$ cat config.mk
export PLATFORM = sky130hd
export DESIGN_NAME = glitc_intercom_command_decoder
export DESIGN_NICKNAME = d
export VERILOG_FILES = /design/src/rtl/glitc_intercom_command_decoder.sv
export SDC_FILE = /design/constraint.sdc
export NUM_CORES = 1
export LEC_CHECK = 0
export ABC_AREA = 1
export BUFFER_PORTS_ARGS = -buffer_cell sky130_fd_sc_hd__clkbuf_2
export CAP_MARGIN = 20
export CORE_ASPECT_RATIO = 1.75
export CORE_MARGIN = 4
export CORE_UTILIZATION = 59
export DETAILED_ROUTE_END_ITERATION = 16
export GPL_TIMING_DRIVEN = 1
export MAX_ROUTING_LAYER = met4
export PLACE_DENSITY = 0.84
export SETUP_SLACK_MARGIN = 0.05
export SLEW_MARGIN = 5
export SYNTH_ARGS = -nofsm -noshare
export SYNTH_HDL_FRONTEND = slang
export SYNTH_SLANG_ARGS = --single-unit
$ cat constraint.sdc
create_clock -name clk_i -period 2.2 [get_ports clk_i]
set_input_delay 0.33 -clock clk_i [delete_from_list [all_inputs] [get_ports clk_i]]
set_output_delay 0.33 -clock clk_i [all_outputs]
set_load 0.1 [all_outputs]
$ cat src/rtl/glitc_intercom_command_decoder.sv
// Intercom byte decoder: tracks link lock from legal/illegal byte runs, emits
// registered command pulses, manages the pong request handshake and error statistics.
module glitc_intercom_command_decoder #(
    parameter int LOCK_COUNT    = 16,
    parameter int UNLOCK_ERRORS = 4
) (
    input  logic       clk_i,
    input  logic       rst_i,
    input  logic [7:0] rx_dat_i,
    input  logic       rx_valid_i,
    input  logic       pong_ack_i,
    input  logic       err_clr_i,
    output logic       sync_o,
    output logic       ping_o,
    output logic       pong_o,
    output logic       train_o,
    output logic       err_o,
    output logic       locked_o,
    output logic       pong_req_o,
    output logic       ping_overrun_o,
    output logic [7:0] err_count_o,
    output logic [1:0] state_o
);

    localparam logic [7:0] CODE_SYNC  = 8'h27;
    localparam logic [7:0] CODE_PING  = 8'h07;
    localparam logic [7:0] CODE_PONG  = 8'h17;
    localparam logic [7:0] CODE_TRAIN = 8'hB7;
    localparam logic [7:0] CODE_IDLE  = 8'h9F;
    localparam logic [7:0] LOCK_TGT   = 8'(LOCK_COUNT);
    localparam logic [3:0] UNLOCK_TGT = 4'(UNLOCK_ERRORS);

    typedef enum logic [1:0] {
        HUNT   = 2'd0,
        VERIFY = 2'd1,
        LOCKED = 2'd2
    } state_t;

    state_t     state, state_next;
    logic [7:0] run_cnt, run_cnt_next, run_inc;
    logic [3:0] bad_cnt, bad_cnt_next, bad_inc;
    logic       legal, bad, cmd_ok, ping_hit;

    always_comb begin
        legal = 1'b0;
        case (rx_dat_i)
            CODE_SYNC, CODE_PING, CODE_PONG, CODE_TRAIN, CODE_IDLE: legal = 1'b1;
            default: legal = 1'b0;
        endcase
    end

    assign bad      = rx_valid_i && !legal;
    assign cmd_ok   = rx_valid_i && legal && (state == LOCKED);
    assign ping_hit = cmd_ok && (rx_dat_i == CODE_PING);
    assign run_inc  = run_cnt + 8'd1;
    assign bad_inc  = bad_cnt + 4'd1;
    assign state_o  = state;

    always_ff @(posedge clk_i) begin
        if (rst_i) begin
            state   <= HUNT;
            run_cnt <= '0;
            bad_cnt <= '0;
        end else begin
            state   <= state_next;
            run_cnt <= run_cnt_next;
            bad_cnt <= bad_cnt_next;
        end
    end

    // Only evaluated bytes move the lock machine; idle cycles hold everything.
    always_comb begin
        state_next   = state;
        run_cnt_next = run_cnt;
        bad_cnt_next = bad_cnt;
        if (rx_valid_i) begin
            case (state)
                HUNT: begin
                    if (legal) begin
                        state_next   = VERIFY;
                        run_cnt_next = 8'd1;
                    end
                end
                VERIFY: begin
                    if (legal) begin
                        run_cnt_next = run_inc;
                        if (run_inc == LOCK_TGT) state_next = LOCKED;
                    end else begin
                        state_next   = HUNT;
                        run_cnt_next = '0;
                    end
                end
                LOCKED: begin
                    if (legal) begin
                        bad_cnt_next = '0;
                    end else if (bad_inc == UNLOCK_TGT) begin
                        state_next   = HUNT;
                        run_cnt_next = '0;
                        bad_cnt_next = '0;
                    end else begin
                        bad_cnt_next = bad_inc;
                    end
                end
                default: begin
                    state_next   = HUNT;
                    run_cnt_next = '0;
                    bad_cnt_next = '0;
                end
            endcase
        end
    end

    always_ff @(posedge clk_i) begin
        if (rst_i) begin
            sync_o         <= 1'b0;
            ping_o         <= 1'b0;
            pong_o         <= 1'b0;
            train_o        <= 1'b0;
            err_o          <= 1'b0;
            locked_o       <= 1'b0;
            pong_req_o     <= 1'b0;
            ping_overrun_o <= 1'b0;
            err_count_o    <= '0;
        end else begin
            sync_o   <= cmd_ok && (rx_dat_i == CODE_SYNC);
            ping_o   <= ping_hit;
            pong_o   <= cmd_ok && (rx_dat_i == CODE_PONG);
            train_o  <= cmd_ok && (rx_dat_i == CODE_TRAIN);
            err_o    <= bad;
            locked_o <= (state_next == LOCKED);
            // A fresh ping wins over a coincident ack so the new request is not lost.
            if (ping_hit)        pong_req_o <= 1'b1;
            else if (pong_ack_i) pong_req_o <= 1'b0;
            if (ping_hit && pong_req_o && !pong_ack_i) ping_overrun_o <= 1'b1;
            if (err_clr_i)                        err_count_o <= {7'd0, bad};
            else if (bad && err_count_o != 8'hFF) err_count_o <= err_count_o + 8'd1;
        end
    end

endmodule

==> results of run 1 <==
synthesized netlist by cell type (3+ instances only):
| cell | instances | area, um2 |
|---|---|---|
| inv_2 | 4 | 15.01 |
| dfxtp_1 | 30 | 600.6 |
| a21oi_1 | 13 | 65.06 |
| nand3_1 | 13 | 65.06 |
| nor2_2 | 3 | 18.77 |
| o21ai_1 | 7 | 35.03 |
| nand2_1 | 47 | 176.4 |
| nor3_1 | 6 | 30.03 |
| o21ai_0 | 12 | 60.06 |
| nand4_1 | 4 | 25.02 |
| nor2_1 | 45 | 168.9 |
| ha_1 | 4 | 50.05 |
| nand2_2 | 8 | 50.05 |
| inv_1 | 37 | 138.9 |
| nor2_4 | 4 | 45.04 |
worst max-delay path: stages (launching register included):
cell,delay [ns]
dfxtp_1,0.39
ha_1,0.21
nand3_1,0.10
o21ai_0,0.22
nand2_1,0.08
nor2_1,0.13
nand2_1,0.08
o21ai_1,0.11
o21ai_0,0.12
and2_1,0.15
state kept, by name, indices dropped and copies added, names as in the netlist, 2 cells and up:
signal       cells
state_o          2
err_count_o      8
run_cnt          8
bad_cnt          4
kinds of logic after synthesis:
logic type      after synthesis  share of synthesized area, %
xor+xnor                      2                         1.040
flops                        30                         35.63
compound gates               36                         11.21
buf+inv                      44                         10.32
simple gates                138                         38.83
fa+ha+maj                     4                         2.970
final cells by class:
class                           count  share of cell area, %
Tap cell                           27                  1.735
Clock inverter                      2                 0.6427
Inverter                           41                  7.905
Multi-Input combinational cell    180                  46.79
Timing Repair Buffer               30                  7.712
Sequential cell                    30                  30.98
Clock buffer                        6                  4.242
power breakdown:
part	leakage, nW	switching (mW)	internal [mW]
Combinational	0.575	0.0747	0.0272
Sequential	0.243	0.00546	0.550
Clock	0.0472	0.217	0.251
stage by stage:
stage,util (%),hold WS (ns),power [mW]
after floorplan,-,0.4514,0.6444
after global placement,68.05,0.4525,0.6681
after detailed placement,68.05,0.4543,0.6696
after CTS,71.54,0.2746,1.136
after global routing,71.54,0.3123,1.173
final,71.54,0.2773,1.125
worst paths after layout:
check	startpoint	to	slack, ns	depth (start not counted)
hold reg to reg	ping_overrun_o$_SDFFE_PP0P_	ping_overrun_o$_SDFFE_PP0P_	0.48	2
setup / recovery	run_cnt[0]$_SDFFE_PP0P_	state_o[0]$_SDFF_PP0_	0.51	9
hold / removal	err_clr_i	err_count_o[0]$_SDFFE_PP0P_	0.28	3
setup reg to reg	run_cnt[0]$_SDFFE_PP0P_	state_o[0]$_SDFF_PP0_	0.51	9
metal layers:
metal	part of all wire, %	GRT usage (%)	vias up
met5	0	-	-
met4	2.8	12.74	0
met3	4.6	4.503	9
met2	54	36.13	35
met1	39	18.54	720
li1	-	-	872
==> impl_metrics.json, run 1 <==
{
  "vdd_ir_drop_max_v": 0.0004203,
  "regArea_um2": 603.1,
  "nFillCells": 252,
  "grt_overflow": 0,
  "antenna_cells": 0,
  "min_period_over_period_pct": 77.04,
  "grt_pass1_vias": 1519,
  "status": "finished, final reports clean",
  "ioPinCount": 31,
  "wirelength_mm": 3.464,
  "async_reset_ff_share_pct": 0,
  "tns_ns": 0,
  "worst_pin_slew_ns": 0.5458,
  "max_slew_margin_pct": 63.77,
  "first_pass_iters": 4,
  "worst_slack_ns": 0.5051,
  "grt_pass1_wl_mm": 6.030,
  "synth_edf_count": 0,
  "cts_root_buf": "clkbuf_8",
  "rows": 25,
  "final_antenna_net_count": 0,
  "post_drt_wl_per_cell_um": 10.96,
  "min_period_ns": 1.695,
  "clkTransAtPathRegs_ns": 0.07,
  "start_util_pct": 61.93,
  "drc": 0,
  "cp_max_fo": 4,
  "layout_commonest_cell": "nand2_1",
  "die-height_um": 78.70,
  "design_area_mm2": 0.001947,
  "postCtsSetupBuffers": 0,
  "ys_warn_count": 0,
  "placed_area_mm2": 0.001852,
  "nNetsFinal": 305,
  "worstSetupPathType": "reg2reg",
  "maxSlewViolCount": 0,
  "hold_viol": 0,
  "critPathRequiredTime_ns": 2.38,
  "netlist_instances": 254,
  "io_buffers": 30,
  "synth_nets": 271,
  "fmax_mhz": 590.0,
  "htreeDepth": 2,
  "synth-main-ff-cell": "dfxtp_1",
  "synth.cell_area_mm2": 0.001685,
  "dp.cells": 308,
  "track_usage_pct": 20.08,
  "end_kind": "register",
  "multi_input_area_um2": 910.9,
  "avgSynthCellArea_um2": 6.635,
  "cts_tree": "yes",
  "die-area_mm2": 0.003809,
  "place_congestion": 0.9025,
  "stdcell_count": 316,
  "post_cts_resize_count": 0,
  "cts-buffers-inserted": 5,
  "yosysUniqueCellTypes": 29,
  "grt_max_degree": 13,
  "die_x_um": 48.40,
  "layout_common_cells": "nand2_1 (47), nor2_1 (45), inv_1 (37)",
  "core_mm2": 0.002721,
  "layout-drive-gt1-share_pct": 21.80,
  "crit_path_start_kind": "register",
  "yosys_register_bits": 30,
  "drv_cap": 0,
  "p_leak_nw": 0.8649,
  "post-place-ws_ns": 0.4499,
  "clock_sinks": 30,
  "clock_path_buffers": 2,
  "clock_latency_ns": 0.28,
  "antenna_found_initial": 0,
  "syn2layout_area_growth_pct": 15.52,
  "vias_per_cell": 5.177,
  "rsz0062_at_grt": "false",
  "hp-class": "in2reg",
  "setup_viol": 0,
  "synth_seq_area_share_pct": 35.63,
  "postCtsHoldBufs": 0,
  "hpwl_mm": 2.685,
  "vias": 1636,
  "finClkSkew_ns": 0.005659,
  "worst_ep_arrival_time_ns": 1.88,
  "cellPowerDensity_mw_per_mm2": 577.7,
  "initialDrtViolationCount": 25
}
Note: power is estimated with default switching activity, not from simulation.
==> run 2: changes to the inputs <==
- CORE_UTILIZATION: 59 -> 49
- PLACE_DENSITY: 0.84 -> 0.74
- clock period: 2.2 -> 1.4 ns (I/O delays scaled with it)
==> run 2 against run 1 <==
Compared with the run above:
- critical endpoint is now run_cnt[2]$_SDFFE_PP0P_
- combinational power is 140% higher
- die area is 18% higher
- non-clock buffer count up 35
- hold slack got worse by 0.12 ns
- count of clock-buffer cells in the layout unchanged
- worst setup slack worse by 0.69 ns
- the flow now finishes with violations (setup timing)
- fmax grew 7.0%
- flip-flop and latch count stayed put
- global-route usage grew 2.1 points
- critical path type unchanged
- highest routed layer unchanged
- core utilization increased by 7.8 points
==> impl_metrics.json, run 2 (synthesized netlist as in run 1, its figures left out) <==
{
  "min_period_ns": 1.583,
  "status": "complete, but fails checks",
  "hpwl_mm": 3.295,
  "min_from": "err_clr_i",
  "clkTransAtPathRegs_ns": 0.07,
  "cp.buffers_inverters": 2,
  "worstSetupPathType": "reg2reg",
  "nFillCells": 230,
  "path_common_cell": "inv_2",
  "max_slew_margin_pct": 63.72,
  "fmax_mhz": 631.5,
  "vdd_ir_drop_max_v": 0.0007846,
  "hp-class": "in2reg",
  "post_drt_wl_per_cell_um": 12.95,
  "track_usage_pct": 22.19,
  "layout_commonest_cell": "buf_4",
  "initialDrtViolationCount": 39,
  "syn2layout_area_growth_pct": 52.71,
  "vias": 1857,
  "critPathRequiredTime_ns": 1.62,
  "slowest_stage": "dfxtp_4",
  "layout-drive-gt1-share_pct": 49.69,
  "rsz0062_at_grt": "true",
  "grt_overflow": 0,
  "ioPinCount": 31,
  "clock_sinks": 30,
  "rr_endpoint": "run_cnt[2]$_SDFFE_PP0P_",
  "die-height_um": 85.59,
  "grt_pass1_vias": 1802,
  "cellPowerDensity_mw_per_mm2": 682.7,
  "layout_common_cells": "buf_4 (39), nand2_1 (37), nor2_1 (36)",
  "clock_path_buffers": 2,
  "reg_top3": "err_count_o: 8 flops, run_cnt: 8 flops, bad_cnt: 4 flops",
  "final_antenna_net_count": 0,
  "crit_path_start_kind": "register",
  "r2r_setup_slack_ns": -0.18,
  "end_kind": "register",
  "cts-buffers-inserted": 5,
  "cp_max_fo": 8,
  "grt_max_degree": 13,
  "maxSlewViolCount": 0,
  "dp.cells": 347,
  "antenna_cells": 0,
  "postCtsHoldBufs": 0,
  "crit_chain": "ha_4 > xnor2_2 > nor2_2 > inv_2 > o21ai_4 > inv_2 > nor2_4 > o21ai_1 > nor2_1",
  "holdPathStages": 3,
  "clock_latency_ns": 0.28,
  "grt_pass1_wl_mm": 7.417,
  "nNetsFinal": 340,
  "antenna_found_initial": 0,
  "first_pass_iters": 4,
  "cts_root_buf": "clkbuf_8",
  "cpPeakStageDelay_ns": 0.37,
  "wirelength_mm": 4.751,
  "hold-path-endpoint": "err_count_o[0]$_SDFFE_PP0P_",
  "setup_viol": 15,
  "hold_viol": 0,
  "io_buffers": 30,
  "crit_family": "simple AND/OR/NAND/NOR gates",
  "cts_tree": "yes",
  "drv_cap": 0,
  "vias_per_cell": 5.060,
  "min_period_over_period_pct": 113.1,
  "p_leak_nw": 1.114,
  "htreeDepth": 2,
  "die-area_mm2": 0.004479,
  "worst_r2r_startpoint": "bad_cnt[1]$_SDFFE_PP0P_",
  "start_util_pct": 51.97,
  "drc": 0,
  "place_congestion": 0.8473,
  "utilization_pct": 79.36,
  "die_x_um": 52.34,
  "finClkSkew_ns": 0.009271,
  "worst_ep_arrival_time_ns": 1.80,
  "rr_worst_depth": 9,
  "worst_slack_ns": -0.1835,
  "violations": "setup timing",
  "core_mm2": 0.003243,
  "stdcell_count": 367,
  "worst_pin_slew_ns": 0.5466,
  "rows": 27
}
run 2: layout make-up:
cell class                 instances  area (um2)  share of cell area (%)
multi-input combinational        180        1155                   44.87
sequential                        30       656.9                   25.52
timing repair buffer              65       473.0                   18.38
inverter                          41       153.9                   5.980
clock buffer                       6       72.57                   2.820
tap                               43       53.80                   2.090
clock inverter                     2       8.758                  0.3403
run 2: worst max-delay path by stage:
stage,startpoint,endpoint,slack [ns],cells past startpoint
finish,bad_cnt[1]$_SDFFE_PP0P_,run_cnt[2]$_SDFFE_PP0P_,-0.18,9
global route,run_cnt[0]$_SDFFE_PP0P_,locked_o$_SDFF_PP0_,-0.33,13
CTS,run_cnt[0]$_SDFFE_PP0P_,locked_o$_SDFF_PP0_,-0.14,13
detailed placement,rx_dat_i[3],run_cnt[0]$_SDFFE_PP0P_,-0.24,13
global placement,rx_dat_i[6],run_cnt[0]$_SDFFE_PP0P_,-0.23,12
floorplan,err_count_o[0]$_SDFFE_PP0P_,err_count_o[2]$_SDFFE_PP0P_,-0.13,8
run 2: metrics by stage:
| step | cell area [um2] | hold WS [ns] | setup TNS (ns) | worst slack [ns] | total power, mW |
|---|---|---|---|---|---|
| final | 2574 | 0.1610 | -1.639 | -0.1835 | 1.757 |
| after global routing | 2574 | 0.1763 | -3.342 | -0.3323 | 1.824 |
| after CTS | 2405 | 0.1521 | -1.104 | -0.1396 | 1.735 |
| after detailed placement | 2158 | 0.4496 | -4.019 | -0.2425 | 1.069 |
| after global placement | 2158 | 0.4454 | -3.162 | -0.2265 | 1.065 |
| after floorplan | 1764 | 0.3308 | -0.8033 | -0.1312 | 1.005 |
run 2: where the power goes:
part	internal (mW)	switching (mW)	leakage (nW)	total [mW]
registers	0.843	0.0114	0.256	0.854
clock network	0.341	0.320	0.0426	0.661
logic	0.0886	0.153	0.815	0.242
total	1.27	0.485	1.11	1.76
run 2: layer usage:
metal / up-vias / wire [um] / GRT usage (%)
li1: 943 / - / -
met1: 849 / 1652 / 20.06
met2: 47 / 2748 / 41.86
met3: 18 / 171 / 4.870
met4: 0 / 178 / 9.535
met5: - / 0 / -
run 2: what timing repair did:
item,4_1_cts,5_1_grt
gates cloned,0,0
gates resized for setup,26,43
buffers inserted,9,4
pin swaps,13,22
endpoints found under the setup margin,16,22
run 2: worst reg2reg max path, stage by stage, from the launching register on:
cell	delay (ns)
dfxtp_4	0.37
ha_4	0.17
xnor2_2	0.15
nor2_2	0.12
inv_2	0.07
o21ai_4	0.18
inv_2	0.06
nor2_4	0.22
o21ai_1	0.09
nor2_1	0.10
